[src/rtl/lsu_pkg.sv]
// Shared definitions for the MEM-stage load/store unit: funct3 codes, FSM states and byte masks.
// Optional build macro used by the LSU: LSU_MISALIGN_FAULT_EN.
package lsu_pkg;

    localparam logic [2:0] F3_B  = 3'b000;
    localparam logic [2:0] F3_H  = 3'b001;
    localparam logic [2:0] F3_W  = 3'b010;
    localparam logic [2:0] F3_BU = 3'b100;
    localparam logic [2:0] F3_HU = 3'b101;

    typedef enum logic [1:0] {
        ST_IDLE   = 2'd0,
        ST_ACCESS = 2'd1,
        ST_RDWAIT = 2'd2,
        ST_RESP   = 2'd3
    } lsu_state_e;

    localparam logic [3:0] MASK_NONE = 4'b0000;
    localparam logic [3:0] MASK_B    = 4'b0001;
    localparam logic [3:0] MASK_H    = 4'b0011;
    localparam logic [3:0] MASK_W    = 4'b1111;

    // Stores only exist as B/H/W; loads add the unsigned B/H variants.
    function automatic logic funct3_legal(input logic we, input logic [2:0] f3);
        if (we) begin
            return (f3 == F3_B) || (f3 == F3_H) || (f3 == F3_W);
        end
        return (f3 == F3_B) || (f3 == F3_H) || (f3 == F3_W) ||
               (f3 == F3_BU) || (f3 == F3_HU);
    endfunction

endpackage

[src/rtl/lsu_align.sv]
// Combinational lane logic: store data replication / byte mask, and load lane extract with extension.
// Unused low address bits are ignored, so misaligned H/W accesses fold onto the aligned lane.
module lsu_align
    import lsu_pkg::*;
#(
    parameter int XLEN = 32
) (
    input  logic [2:0]      i_st_funct3,
    input  logic [1:0]      i_st_addr_lo,
    input  logic [XLEN-1:0] i_st_data,
    output logic [XLEN-1:0] o_st_wdata,
    output logic [3:0]      o_st_mask,
    input  logic [2:0]      i_ld_funct3,
    input  logic [1:0]      i_ld_addr_lo,
    input  logic [XLEN-1:0] i_ld_word,
    output logic [XLEN-1:0] o_ld_data
);

    logic [7:0]  w_byte;
    logic [15:0] w_half;

    // NOTE: every output of a combinational block gets a default before the case, so no path can infer a latch.
    always_comb begin
        o_st_wdata = i_st_data;
        o_st_mask  = MASK_W;
        case (i_st_funct3)
            F3_B: begin
                o_st_wdata = {4{i_st_data[7:0]}};
                o_st_mask  = MASK_B << i_st_addr_lo;
            end
            F3_H: begin
                o_st_wdata = {2{i_st_data[15:0]}};
                o_st_mask  = MASK_H << {i_st_addr_lo[1], 1'b0};
            end
            default: ;
        endcase
    end

    assign w_byte = i_ld_word[{i_ld_addr_lo, 3'b000} +: 8];
    assign w_half = i_ld_addr_lo[1] ? i_ld_word[31:16] : i_ld_word[15:0];

    always_comb begin
        o_ld_data = i_ld_word;
        case (i_ld_funct3)
            F3_B:    o_ld_data = {{(XLEN-8){w_byte[7]}}, w_byte};
            F3_BU:   o_ld_data = {{(XLEN-8){1'b0}}, w_byte};
            F3_H:    o_ld_data = {{(XLEN-16){w_half[15]}}, w_half};
            F3_HU:   o_ld_data = {{(XLEN-16){1'b0}}, w_half};
            default: ;
        endcase
    end

endmodule

[src/rtl/lsu_mem_master.sv]
// MEM-stage load/store initiator driving a single-cycle synchronous memory; one request in flight.
// Optional macro LSU_MISALIGN_FAULT_EN: misaligned H/HU/SH/W/SW fault instead of being force-aligned.
module lsu_mem_master
    import lsu_pkg::*;
#(
    parameter int XLEN      = 32,
    parameter int MEM_WORDS = 1024
) (
    input  logic            clk,
    input  logic            rst,
    input  logic            req_valid,
    output logic            req_ready,
    input  logic            req_we,
    input  logic [2:0]      req_funct3,
    input  logic [XLEN-1:0] req_addr,
    input  logic [XLEN-1:0] req_wdata,
    output logic            resp_valid,
    input  logic            resp_ready,
    output logic [XLEN-1:0] resp_rdata,
    output logic            resp_fault,
    output logic [XLEN-1:0] mem_addr,
    output logic            mem_ren,
    input  logic [XLEN-1:0] mem_rdata,
    output logic            mem_wen,
    output logic [XLEN-1:0] mem_wdata,
    output logic [3:0]      mem_mask
);

    localparam logic [XLEN-3:0] WORD_LIMIT = (XLEN-2)'(MEM_WORDS);

    lsu_state_e      r_state, w_state_nxt;
    logic            r_we, w_we_nxt;
    logic [2:0]      r_funct3, w_funct3_nxt;
    logic [1:0]      r_addr_lo, w_addr_lo_nxt;
    logic [XLEN-1:0] r_mem_addr, w_mem_addr_nxt;
    logic            r_mem_ren, w_mem_ren_nxt;
    logic            r_mem_wen, w_mem_wen_nxt;
    logic [XLEN-1:0] r_mem_wdata, w_mem_wdata_nxt;
    logic [3:0]      r_mem_mask, w_mem_mask_nxt;
    logic            r_resp_valid, w_resp_valid_nxt;
    logic            r_resp_fault, w_resp_fault_nxt;
    logic [XLEN-1:0] r_resp_rdata, w_resp_rdata_nxt;

    logic            w_accept;
    logic            w_out_of_range;
    logic            w_misalign;
    logic            w_fault;
    logic [XLEN-1:0] w_st_wdata;
    logic [3:0]      w_st_mask;
    logic [XLEN-1:0] w_ld_data;

    lsu_align #(.XLEN(XLEN)) u_align (
        .i_st_funct3  (req_funct3),
        .i_st_addr_lo (req_addr[1:0]),
        .i_st_data    (req_wdata),
        .o_st_wdata   (w_st_wdata),
        .o_st_mask    (w_st_mask),
        .i_ld_funct3  (r_funct3),
        .i_ld_addr_lo (r_addr_lo),
        .i_ld_word    (mem_rdata),
        .o_ld_data    (w_ld_data)
    );

    assign req_ready      = (r_state == ST_IDLE) && !rst;
    assign w_accept       = req_valid && req_ready;
    assign w_out_of_range = req_addr[XLEN-1:2] >= WORD_LIMIT;

`ifdef LSU_MISALIGN_FAULT_EN
    assign w_misalign = (((req_funct3 == F3_H) || (req_funct3 == F3_HU)) && req_addr[0]) ||
                        ((req_funct3 == F3_W) && (req_addr[1:0] != 2'b00));
`else
    assign w_misalign = 1'b0;
`endif

    assign w_fault = !funct3_legal(req_we, req_funct3) || w_out_of_range || w_misalign;

    always_comb begin
        w_state_nxt      = r_state;
        w_we_nxt         = r_we;
        w_funct3_nxt     = r_funct3;
        w_addr_lo_nxt    = r_addr_lo;
        w_mem_addr_nxt   = r_mem_addr;
        w_mem_ren_nxt    = 1'b0;
        w_mem_wen_nxt    = 1'b0;
        w_mem_wdata_nxt  = r_mem_wdata;
        w_mem_mask_nxt   = MASK_NONE;
        w_resp_valid_nxt = r_resp_valid;
        w_resp_fault_nxt = r_resp_fault;
        w_resp_rdata_nxt = r_resp_rdata;

        case (r_state)
            ST_IDLE: begin
                if (w_accept) begin
                    w_we_nxt         = req_we;
                    w_funct3_nxt     = req_funct3;
                    w_addr_lo_nxt    = req_addr[1:0];
                    w_resp_rdata_nxt = '0;
                    if (w_fault) begin
                        w_state_nxt      = ST_RESP;
                        w_resp_valid_nxt = 1'b1;
                        w_resp_fault_nxt = 1'b1;
                    end else begin
                        w_state_nxt      = ST_ACCESS;
                        w_resp_fault_nxt = 1'b0;
                        w_mem_addr_nxt   = {req_addr[XLEN-1:2], 2'b00};
                        if (req_we) begin
                            w_mem_wen_nxt   = 1'b1;
                            w_mem_wdata_nxt = w_st_wdata;
                            w_mem_mask_nxt  = w_st_mask;
                        end else begin
                            w_mem_ren_nxt   = 1'b1;
                        end
                    end
                end
            end
            ST_ACCESS: begin
                if (r_we) begin
                    w_state_nxt      = ST_RESP;
                    w_resp_valid_nxt = 1'b1;
                end else begin
                    w_state_nxt      = ST_RDWAIT;
                end
            end
            ST_RDWAIT: begin
                w_state_nxt      = ST_RESP;
                w_resp_valid_nxt = 1'b1;
                w_resp_rdata_nxt = w_ld_data;
            end
            ST_RESP: begin
                if (resp_ready) begin
                    w_state_nxt      = ST_IDLE;
                    w_resp_valid_nxt = 1'b0;
                end
            end
            default: w_state_nxt = ST_IDLE;
        endcase
    end

    // NOTE: reset is synchronous, so it lives inside the clocked block; sequential state uses <= only.
    always_ff @(posedge clk) begin
        if (rst) begin
            r_state      <= ST_IDLE;
            r_we         <= 1'b0;
            r_funct3     <= 3'b000;
            r_addr_lo    <= 2'b00;
            r_mem_addr   <= '0;
            r_mem_ren    <= 1'b0;
            r_mem_wen    <= 1'b0;
            r_mem_wdata  <= '0;
            r_mem_mask   <= MASK_NONE;
            r_resp_valid <= 1'b0;
            r_resp_fault <= 1'b0;
            r_resp_rdata <= '0;
        end else begin
            r_state      <= w_state_nxt;
            r_we         <= w_we_nxt;
            r_funct3     <= w_funct3_nxt;
            r_addr_lo    <= w_addr_lo_nxt;
            r_mem_addr   <= w_mem_addr_nxt;
            r_mem_ren    <= w_mem_ren_nxt;
            r_mem_wen    <= w_mem_wen_nxt;
            r_mem_wdata  <= w_mem_wdata_nxt;
            r_mem_mask   <= w_mem_mask_nxt;
            r_resp_valid <= w_resp_valid_nxt;
            r_resp_fault <= w_resp_fault_nxt;
            r_resp_rdata <= w_resp_rdata_nxt;
        end
    end

    assign mem_addr   = r_mem_addr;
    assign mem_ren    = r_mem_ren;
    assign mem_wen    = r_mem_wen;
    assign mem_wdata  = r_mem_wdata;
    assign mem_mask   = r_mem_mask;
    assign resp_valid = r_resp_valid;
    assign resp_fault = r_resp_fault;
    assign resp_rdata = r_resp_rdata;

endmodule

[config.mk]
export PLATFORM = sky130hd
export DESIGN_NAME = lsu_mem_master
export DESIGN_NICKNAME = d
export VERILOG_FILES = /design/src/rtl/lsu_pkg.sv /design/src/rtl/lsu_align.sv /design/src/rtl/lsu_mem_master.sv
export SDC_FILE = /design/constraint.sdc
export NUM_CORES = 1
export LEC_CHECK = 0
export BUFFER_PORTS_ARGS = -buffer_cell sky130_fd_sc_hd__buf_2
export CORE_ASPECT_RATIO = 0.5
export CORE_MARGIN = 5
export CORE_UTILIZATION = 43
export DETAILED_ROUTE_END_ITERATION = 10
export HOLD_SLACK_MARGIN = 0.08
export PLACE_DENSITY = 0.77
export SLEW_MARGIN = 20
export SYNTH_ARGS = -nofsm -noshare
export SYNTH_HDL_FRONTEND = slang
export SYNTH_SLANG_ARGS = --single-unit
export TNS_END_PERCENT = 50
[constraint.sdc]
create_clock -name clk -period 1.9 [get_ports clk]
set_clock_uncertainty 0.15 [all_clocks]
set_input_delay 0.475 -clock clk [delete_from_list [all_inputs] [get_ports clk]]
set_output_delay 0.475 -clock clk [all_outputs]
set_load 0.02 [all_outputs]
==> impl_metrics.prom, run 1 <==
# TYPE chip_impl_metric gauge
chip_impl_info{name="outcome",value="complete, no violations"} 1
chip_impl_metric{name="floorplan.core_area",unit="um2"} 10900
chip_impl_metric{name="post_synth_xor_area_fraction",unit="%"} 0
chip_impl_info{name="rsz0062_at_grt",value="yes"} 1
chip_impl_metric{name="combined_area_of_the_multi_input_logic_cells",unit="um2"} 2370
chip_impl_metric{name="num-nets-final",unit=""} 853
chip_impl_metric{name="mux_share_of_post_synthesis_cell_area",unit="%"} 11.6
chip_impl_metric{name="antenna_found_initial",unit=""} 0
chip_impl_metric{name="largest_net_degree_at_the_start_of_global_routing",unit=""} 26
chip_impl_metric{name="max_cap_violations",unit=""} 0
chip_impl_metric{name="synth-edff-count",unit=""} 0
chip_impl_metric{name="netlist_instances",unit=""} 508
chip_impl_metric{name="use_met2",unit="%"} 34.4
chip_impl_metric{name="first_global_vias",unit=""} 4376
chip_impl_metric{name="fin_tns_setup",unit="ns"} 0
chip_impl_metric{name="filler_instances",unit=""} 916
chip_impl_metric{name="post_route_cells_drive_above_1_share",unit="%"} 41.3
chip_impl_metric{name="num_antenna_cells",unit=""} 0
chip_impl_metric{name="hpwlAfterDp",unit="um"} 10500
chip_impl_metric{name="critical_path.max_fanout",unit=""} 3
chip_impl_metric{name="flops_latches_synth",unit=""} 110
chip_impl_info{name="cts_root_buf",value="sky130_fd_sc_hd__clkbuf_16"} 1
chip_impl_metric{name="final_antenna_net_count",unit=""} 0
chip_impl_metric{name="clkTransAtPathRegs",unit="ns"} 0.08
chip_impl_metric{name="grt_first_pass_wirelength",unit="um"} 21400
chip_impl_metric{name="layout_worst_path_cycle_share",unit="%"} 98.1
chip_impl_metric{name="clkLatencyLatePin",unit="ns"} 0.35
chip_impl_metric{name="wl_per_cell",unit="um"} 15.3
chip_impl_metric{name="grt_remaining_overflow",unit=""} 0
chip_impl_metric{name="synth-simple-area-share",unit="%"} 17.9
chip_impl_metric{name="die_x",unit="um"} 158
chip_impl_metric{name="timing.reg2reg.setup_slack",unit="ns"} 0.10
chip_impl_metric{name="grt_use_met3",unit="%"} 5.66
chip_impl_metric{name="num_io_pins",unit=""} 209
chip_impl_metric{name="design.die.area",unit="um2"} 13300
chip_impl_info{name="synth_ff_type",value="sky130_fd_sc_hd__dfxtp_1"} 1
chip_impl_metric{name="place_worst_setup_slack",unit="ns"} -0.347
chip_impl_metric{name="sequential_cell_area",unit="um2"} 2200
chip_impl_metric{name="use_met1",unit="%"} 23.3
chip_impl_metric{name="max-clock-path-buffers",unit=""} 2
chip_impl_metric{name="gp_congestion",unit=""} 0.868
chip_impl_metric{name="hold_viol",unit=""} 0
chip_impl_metric{name="area_growth",unit="%"} 40.8
chip_impl_metric{name="drt-initial-drc-count",unit=""} 221
chip_impl_metric{name="grt.total_usage",unit="%"} 19.7
chip_impl_metric{name="design_area",unit="um2"} 6660
chip_impl_info{name="critical_path.startpoint_type",value="flip-flop"} 1
chip_impl_metric{name="setup_violations",unit=""} 0
chip_impl_metric{name="power.density",unit="nW/um2"} 986
chip_impl_metric{name="floorplan.rows",unit=""} 27
chip_impl_metric{name="max-vdd-ir-drop",unit="V"} 0.000470
chip_impl_metric{name="cp.arrival",unit="ns"} 1.24
chip_impl_metric{name="critPathRequiredTime",unit="ns"} 1.27
chip_impl_metric{name="async_set_or_reset_flop_fraction_in_the_synthesized_netlist",unit="%"} 0
chip_impl_metric{name="clock_tree.htree_level_count",unit=""} 3
chip_impl_metric{name="placement.cell_area",unit="um2"} 6250
chip_impl_metric{name="numCtsBuffers",unit=""} 9
chip_impl_metric{name="synth_cell_type_count",unit=""} 46
chip_impl_metric{name="postSynthAreaPerCell",unit="um2"} 9.31
chip_impl_metric{name="floorplan.initialDensity",unit="%"} 43.5
chip_impl_metric{name="final.min_clock_period",unit="ns"} 1.86
chip_impl_info{name="worstHoldPathType",value="primary input to flip-flop"} 1
chip_impl_info{name="worst_setup_path_end_kind",value="output pin"} 1
chip_impl_metric{name="synth-warning-count",unit=""} 0
chip_impl_metric{name="synth_compound_area_share",unit="%"} 17.2
chip_impl_metric{name="timing.final.max_slew_violations",unit=""} 0
chip_impl_info{name="dominant_cell_by_count_in_the_synthesized_netlist",value="sky130_fd_sc_hd__dfxtp_1"} 1
chip_impl_info{name="synth_top_family_by_area",value="simple AND/OR/NAND/NOR gates"} 1
chip_impl_info{name="yosys-top-cells-count",value="sky130_fd_sc_hd__dfxtp_1, sky130_fd_sc_hd__nor2_1, sky130_fd_sc_hd__mux2i_1, sky130_fd_sc_hd__nand2_1, sky130_fd_sc_hd__a21oi_1"} 1
chip_impl_metric{name="setup_ws",unit="ns"} 0.0362
chip_impl_info{name="busiest_layer",value="met2"} 1
chip_impl_metric{name="share_of_the_core_filled_with_cells",unit="%"} 61.2
chip_impl_metric{name="ys_seq_area_share",unit="%"} 46.6
chip_impl_metric{name="max_freq",unit="GHz"} 0.537
chip_impl_metric{name="vias_post_dr",unit=""} 4452
chip_impl_info{name="cts_tree",value="built"} 1
chip_impl_info{name="path_class",value="flip-flop to output pin"} 1
chip_impl_metric{name="routed_wl",unit="um"} 13700
chip_impl_metric{name="post_synth_fa_ha_maj_area_fraction",unit="%"} 1.32
chip_impl_info{name="ys_top_cells_by_area",value="sky130_fd_sc_hd__dfxtp_1, sky130_fd_sc_hd__mux2i_1, sky130_fd_sc_hd__nor2_1"} 1
chip_impl_info{name="cell_type_with_the_largest_total_area_after_synthesis",value="sky130_fd_sc_hd__dfxtp_1"} 1
chip_impl_metric{name="detail_route.drc_violations",unit=""} 0
chip_impl_metric{name="synthDominantCellAreaShare",unit="%"} 46.6
chip_impl_metric{name="detail_route.first_pass.iterations",unit=""} 4
chip_impl_metric{name="place.port_buffers",unit=""} 206
chip_impl_metric{name="via_per_inst",unit=""} 4.98
chip_impl_metric{name="floorplan.die.height",unit="um"} 84.1
chip_impl_metric{name="cts_num_sinks",unit=""} 110
chip_impl_metric{name="syn-cell-area",unit="um2"} 4730
chip_impl_metric{name="leakage",unit="nW"} 3.08
==> final timing paths <==
| kind | start | to | cells past startpoint |
|---|---|---|---|
| setup / recovery | r_state[1] | req_ready | 6 |
| hold / removal | req_addr[8] | mem_addr[8] | 3 |
| setup reg to reg | r_state[0] | resp_rdata[30] | 9 |
| hold reg to reg | resp_rdata[0] | resp_rdata[0] | 2 |
==> report_power, final <==
part	switching (W)	internal [W]	total, W
Sequential	0.000123	0.00252	0.00264
Clock	0.000922	0.00106	0.00198
Combinational	0.00109	0.000853	0.00194
==> sequential cells by signal, indices dropped and copies added (netlist names), 2 cells and up <==
register,cells
r_funct3,3
mem_wdata,32
mem_addr,30
mem_mask,4
resp_rdata,32
r_state,2
r_addr_lo,2
==> cell type report <==
cell class | count | share of cell area [%]
clock buffers | 9 | 3.38
repair buffers | 258 | 22.6
well taps | 145 | 2.73
clock inverters | 7 | 1.33
inverters | 17 | 1.11
flip-flops and latches | 110 | 33.1
multi-input cells | 348 | 35.7
==> critical path, stage by stage, from the launching register on <==
cell and delay [ns]:
sky130_fd_sc_hd__dfxtp_2 0.34, sky130_fd_sc_hd__inv_2 0.05, sky130_fd_sc_hd__ha_4 0.16, sky130_fd_sc_hd__buf_6 0.12, sky130_fd_sc_hd__inv_6 0.06, sky130_fd_sc_hd__nor2_4 0.03, sky130_fd_sc_hd__buf_6 0.13
==> cells by family after synthesis <==
kind of cell | Yosys count
adder cells (fa/ha/maj) | 5
multiplexers | 54
AO/OA/AOI/OAI | 115
AND/OR/NAND/NOR | 172
other | 1
buffers and inverters | 51
flip-flops | 110
==> per-stage QoR <==
stage / instances / total power, W / hold slack [ns]
2_1_floorplan: 509 / 0.00372 / 0.299
3_3_place_gp: 876 / 0.00445 / 0.273
3_5_place_dp: 876 / 0.00449 / 0.287
4_1_cts: 894 / 0.00655 / 0.198
5_1_grt: 894 / 0.00688 / 0.212
6_report: 894 / 0.00656 / 0.205
==> repair_timing <==
item / 4_1_cts / 5_1_grt
endpoints found under the setup margin: 48 / 42
hold buffers: 0 / 0
pin swaps: 2 / 2
resized for setup: 14 / 9
setup buffers: 3 / 0
==> metal layers <==
layer / share of wire (%) / routed length, um / up-vias
met3: 6.8 / 923 / 27
met2: 49 / 6690 / 132
met4: 2.4 / 333 / 0
li1: - / - / 2249
met5: 0 / 0 / -
met1: 42 / 5720 / 2044
==> layout by cell type, fill, tap and decap left out, types with 4 or more instances in the layout <==
master                        n
sky130_fd_sc_hd__a211oi_1    11
sky130_fd_sc_hd__a21oi_1     25
sky130_fd_sc_hd__a22o_1      16
sky130_fd_sc_hd__a311oi_1     7
sky130_fd_sc_hd__a31oi_1      7
sky130_fd_sc_hd__a32o_1       8
sky130_fd_sc_hd__and2_1      20
sky130_fd_sc_hd__buf_12       6
sky130_fd_sc_hd__buf_2      205
sky130_fd_sc_hd__buf_4       45
sky130_fd_sc_hd__clkbuf_16    9
sky130_fd_sc_hd__dfxtp_1    108
sky130_fd_sc_hd__ha_1         4
sky130_fd_sc_hd__inv_1       12
sky130_fd_sc_hd__mux2_2       8
sky130_fd_sc_hd__mux2i_1     46
sky130_fd_sc_hd__nand2_1     45
sky130_fd_sc_hd__nand2b_1    21
sky130_fd_sc_hd__nor2_1      63
sky130_fd_sc_hd__nor2_4       4
sky130_fd_sc_hd__nor4_4       4
sky130_fd_sc_hd__o21ai_0     18
sky130_fd_sc_hd__o221ai_1     7
No activity file was read; power rests on OpenSTA's default activity.
==> run 2: changes to the inputs <==
--- a/config.mk
+++ b/config.mk
@@ -8,10 +8,12 @@
 export BUFFER_PORTS_ARGS = -buffer_cell sky130_fd_sc_hd__buf_2
 export CORE_ASPECT_RATIO = 0.5
 export CORE_MARGIN = 5
-export CORE_UTILIZATION = 43
+export CORE_UTILIZATION = 44
+export CTS_BUF_LIST = sky130_fd_sc_hd__clkbuf_8
 export DETAILED_ROUTE_END_ITERATION = 10
 export HOLD_SLACK_MARGIN = 0.08
-export PLACE_DENSITY = 0.77
+export MAX_ROUTING_LAYER = met4
+export PLACE_DENSITY = 0.78
 export SLEW_MARGIN = 20
 export SYNTH_ARGS = -nofsm -noshare
 export SYNTH_HDL_FRONTEND = slang
==> run 2 against run 1 <==
Against the previous run:
- maximum frequency is 5.8% lower
- the run now ends with negative setup slack left
- via count up 0.90%
- critical path depth up 1
- largest power group unchanged
- sequential power about the same
- global-route usage up 1.5 points
- non-clock buffer count grew 1
- clock power down 31%
- final area down 2.5%
==> impl_metrics.prom, run 2 (synthesis gave the netlist of run 1 again) <==
# TYPE chip_impl_metric gauge
chip_impl_info{name="outcome",value="finished with violations"} 1
chip_impl_info{name="violations",value="negative setup slack"} 1
chip_impl_metric{name="final_antenna_net_count",unit=""} 0
chip_impl_metric{name="routed_wl",unit="um"} 14000
chip_impl_metric{name="detail_route.drc_violations",unit=""} 0
chip_impl_metric{name="largest_net_degree_at_the_start_of_global_routing",unit=""} 32
chip_impl_metric{name="hpwlAfterDp",unit="um"} 10800
chip_impl_metric{name="via_per_inst",unit=""} 5.05
chip_impl_metric{name="cp.arrival",unit="ns"} 1.35
chip_impl_info{name="layout.cells.most_common_list",value="sky130_fd_sc_hd__buf_2, sky130_fd_sc_hd__dfxtp_1, sky130_fd_sc_hd__nor2_1, sky130_fd_sc_hd__buf_4"} 1
chip_impl_info{name="critical-path-top-delay-family",value="buffers and inverters"} 1
chip_impl_metric{name="clkLatencyLatePin",unit="ns"} 0.37
chip_impl_metric{name="detail_route.first_pass.iterations",unit=""} 5
chip_impl_metric{name="critical_path.max_fanout",unit=""} 2
chip_impl_metric{name="timing.final.max_slew_violations",unit=""} 0
chip_impl_metric{name="share_of_the_core_filled_with_cells",unit="%"} 62.7
chip_impl_info{name="path_class",value="flip-flop to output pin"} 1
chip_impl_info{name="cts_tree",value="built"} 1
chip_impl_info{name="cpMaxStageDelayCell",value="sky130_fd_sc_hd__dfxtp_2"} 1
chip_impl_metric{name="critPathRequiredTime",unit="ns"} 1.27
chip_impl_metric{name="wl_per_cell",unit="um"} 15.8
chip_impl_metric{name="drt-initial-drc-count",unit=""} 194
chip_impl_metric{name="num_antenna_cells",unit=""} 0
chip_impl_metric{name="filler_instances",unit=""} 892
chip_impl_metric{name="grt_first_pass_wirelength",unit="um"} 22100
chip_impl_metric{name="clkTransAtPathRegs",unit="ns"} 0.12
chip_impl_metric{name="grt_remaining_overflow",unit=""} 0
chip_impl_metric{name="max_cap_violations",unit=""} 0
chip_impl_info{name="cpMostUsedCell",value="sky130_fd_sc_hd__buf_6"} 1
chip_impl_metric{name="dr_wl_met3",unit="um"} 972
chip_impl_metric{name="sequential_cell_area",unit="um2"} 2210
chip_impl_metric{name="floorplan.die.height",unit="um"} 83.3
chip_impl_info{name="worstHoldPathType",value="primary input to flip-flop"} 1
chip_impl_info{name="top_layer",value="met4"} 1
chip_impl_metric{name="max-vdd-ir-drop",unit="V"} 0.000389
chip_impl_metric{name="worst-slew-pin-transition",unit="ns"} 0.545
chip_impl_metric{name="setup_ws",unit="ns"} -0.0777
chip_impl_metric{name="setup_violations",unit=""} 1
chip_impl_metric{name="wl_met2",unit="um"} 6710
chip_impl_info{name="cp_cell_sequence",value="inv_2 -> ha_4 -> buf_6 -> inv_2 -> buf_6 -> nor2_4 -> buf_6"} 1
chip_impl_metric{name="floorplan.rows",unit=""} 26
chip_impl_metric{name="numCtsBuffers",unit=""} 9
chip_impl_metric{name="die_x",unit="um"} 157
chip_impl_info{name="cts_root_buf",value="sky130_fd_sc_hd__clkbuf_8"} 1
chip_impl_metric{name="antenna_found_initial",unit=""} 0
chip_impl_metric{name="combined_area_of_the_multi_input_logic_cells",unit="um2"} 2360
chip_impl_metric{name="fin_tns_setup",unit="ns"} -0.0777
chip_impl_metric{name="floorplan.initialDensity",unit="%"} 45.7
chip_impl_info{name="layout.cells.most_common",value="sky130_fd_sc_hd__buf_2"} 1
chip_impl_metric{name="max-clock-path-buffers",unit=""} 2
chip_impl_metric{name="num-nets-final",unit=""} 854
chip_impl_metric{name="place_worst_setup_slack",unit="ns"} -0.321
chip_impl_metric{name="max_freq",unit="GHz"} 0.506
chip_impl_metric{name="area_growth",unit="%"} 37.3
chip_impl_metric{name="post_route_cells_drive_above_1_share",unit="%"} 41.5
chip_impl_metric{name="first_global_vias",unit=""} 4413
chip_impl_metric{name="design_area",unit="um2"} 6490
chip_impl_metric{name="route.layer.met1.wl",unit="um"} 6100
chip_impl_metric{name="placement.cell_area",unit="um2"} 6210
chip_impl_metric{name="leakage",unit="nW"} 3.02
chip_impl_metric{name="final.min_clock_period",unit="ns"} 1.98
chip_impl_metric{name="place.port_buffers",unit=""} 206
chip_impl_metric{name="power.density",unit="nW/um2"} 921
chip_impl_metric{name="critical_path.max_stage_delay",unit="ns"} 0.36
chip_impl_metric{name="clock_tree.htree_level_count",unit=""} 3
chip_impl_metric{name="num_io_pins",unit=""} 209
chip_impl_info{name="critical_path.startpoint_type",value="flip-flop"} 1
chip_impl_metric{name="design.die.area",unit="um2"} 13000
chip_impl_metric{name="cts-hold-fix-buffers",unit=""} 0
chip_impl_info{name="rsz0062_at_grt",value="yes"} 1
chip_impl_metric{name="hold_viol",unit=""} 0
chip_impl_metric{name="layout_worst_path_cycle_share",unit="%"} 104
chip_impl_metric{name="path_buf_inv",unit=""} 5
chip_impl_metric{name="slew_headroom",unit="%"} 63.6
chip_impl_metric{name="grt.total_usage",unit="%"} 21.3
chip_impl_metric{name="cts_num_sinks",unit=""} 110
chip_impl_metric{name="vias_post_dr",unit=""} 4492
chip_impl_info{name="worst_setup_path_end_kind",value="output pin"} 1
chip_impl_metric{name="gp_congestion",unit=""} 0.846
chip_impl_metric{name="floorplan.core_area",unit="um2"} 10300
run 2: worst paths after layout:
check	endpoint	startpoint	cells past startpoint	slack, ns
setup / recovery	req_ready	r_state[1]	7	-0.08
hold / removal	mem_addr[10]	req_addr[10]	3	0.17
setup reg to reg	mem_wdata[3]	r_state[1]	9	0.03
hold reg to reg	resp_rdata[0]	resp_rdata[0]	2	0.29
run 2: where the power goes:
group / switching, W / total, W / internal [W]
sequential: 0.000125 / 0.00264 / 0.00252
clock: 0.000854 / 0.00136 / 0.000508
combinational: 0.00111 / 0.00197 / 0.000868
run 2: metal layers:
layer | track usage, % | vias to the layer above
met2 | 34.8 | 156
met5 | - | -
met4 | 5.91 | 0
met3 | 5.24 | 20
met1 | 26.2 | 2064
li1 | - | 2252
run 2: stage by stage:
stage | instances | hold slack [ns] | total power, W
global route | 890 | 0.177 | 0.00632
detailed placement | 869 | 0.288 | 0.00449
CTS | 888 | 0.158 | 0.00597
floorplan | 509 | 0.299 | 0.00372
finish | 890 | 0.174 | 0.00598
global placement | 869 | 0.273 | 0.00444
run 2: area by class of cell:
class / count / share of cell area, %
tap: 140 / 2.70
inverter: 17 / 1.02
timing repair buffer: 259 / 23.0
clock buffer: 9 / 1.91
multi-input combinational: 348 / 36.4
clock inverter: 7 / 0.983
sequential: 110 / 34.0
run 2: worst reg2reg max path, stage by stage, from the launching register on:
cell and delay [ns]:
sky130_fd_sc_hd__dfxtp_2 0.35, sky130_fd_sc_hd__inv_2 0.07, sky130_fd_sc_hd__ha_4 0.13, sky130_fd_sc_hd__nand3_1 0.20, sky130_fd_sc_hd__nor2_2 0.22, sky130_fd_sc_hd__nand2_4 0.08, sky130_fd_sc_hd__inv_4 0.09, sky130_fd_sc_hd__buf_12 0.17
sky130_fd_sc_hd__mux2i_1 0.22, sky130_fd_sc_hd__nor2_1 0.06
run 2: repair_timing:
action	in CTS	in global routing
endpoints found under the hold margin	0	0
buffers inserted	3	2
resized for setup	14	6
endpoints found under the setup margin	27	87
pin swaps	2	2
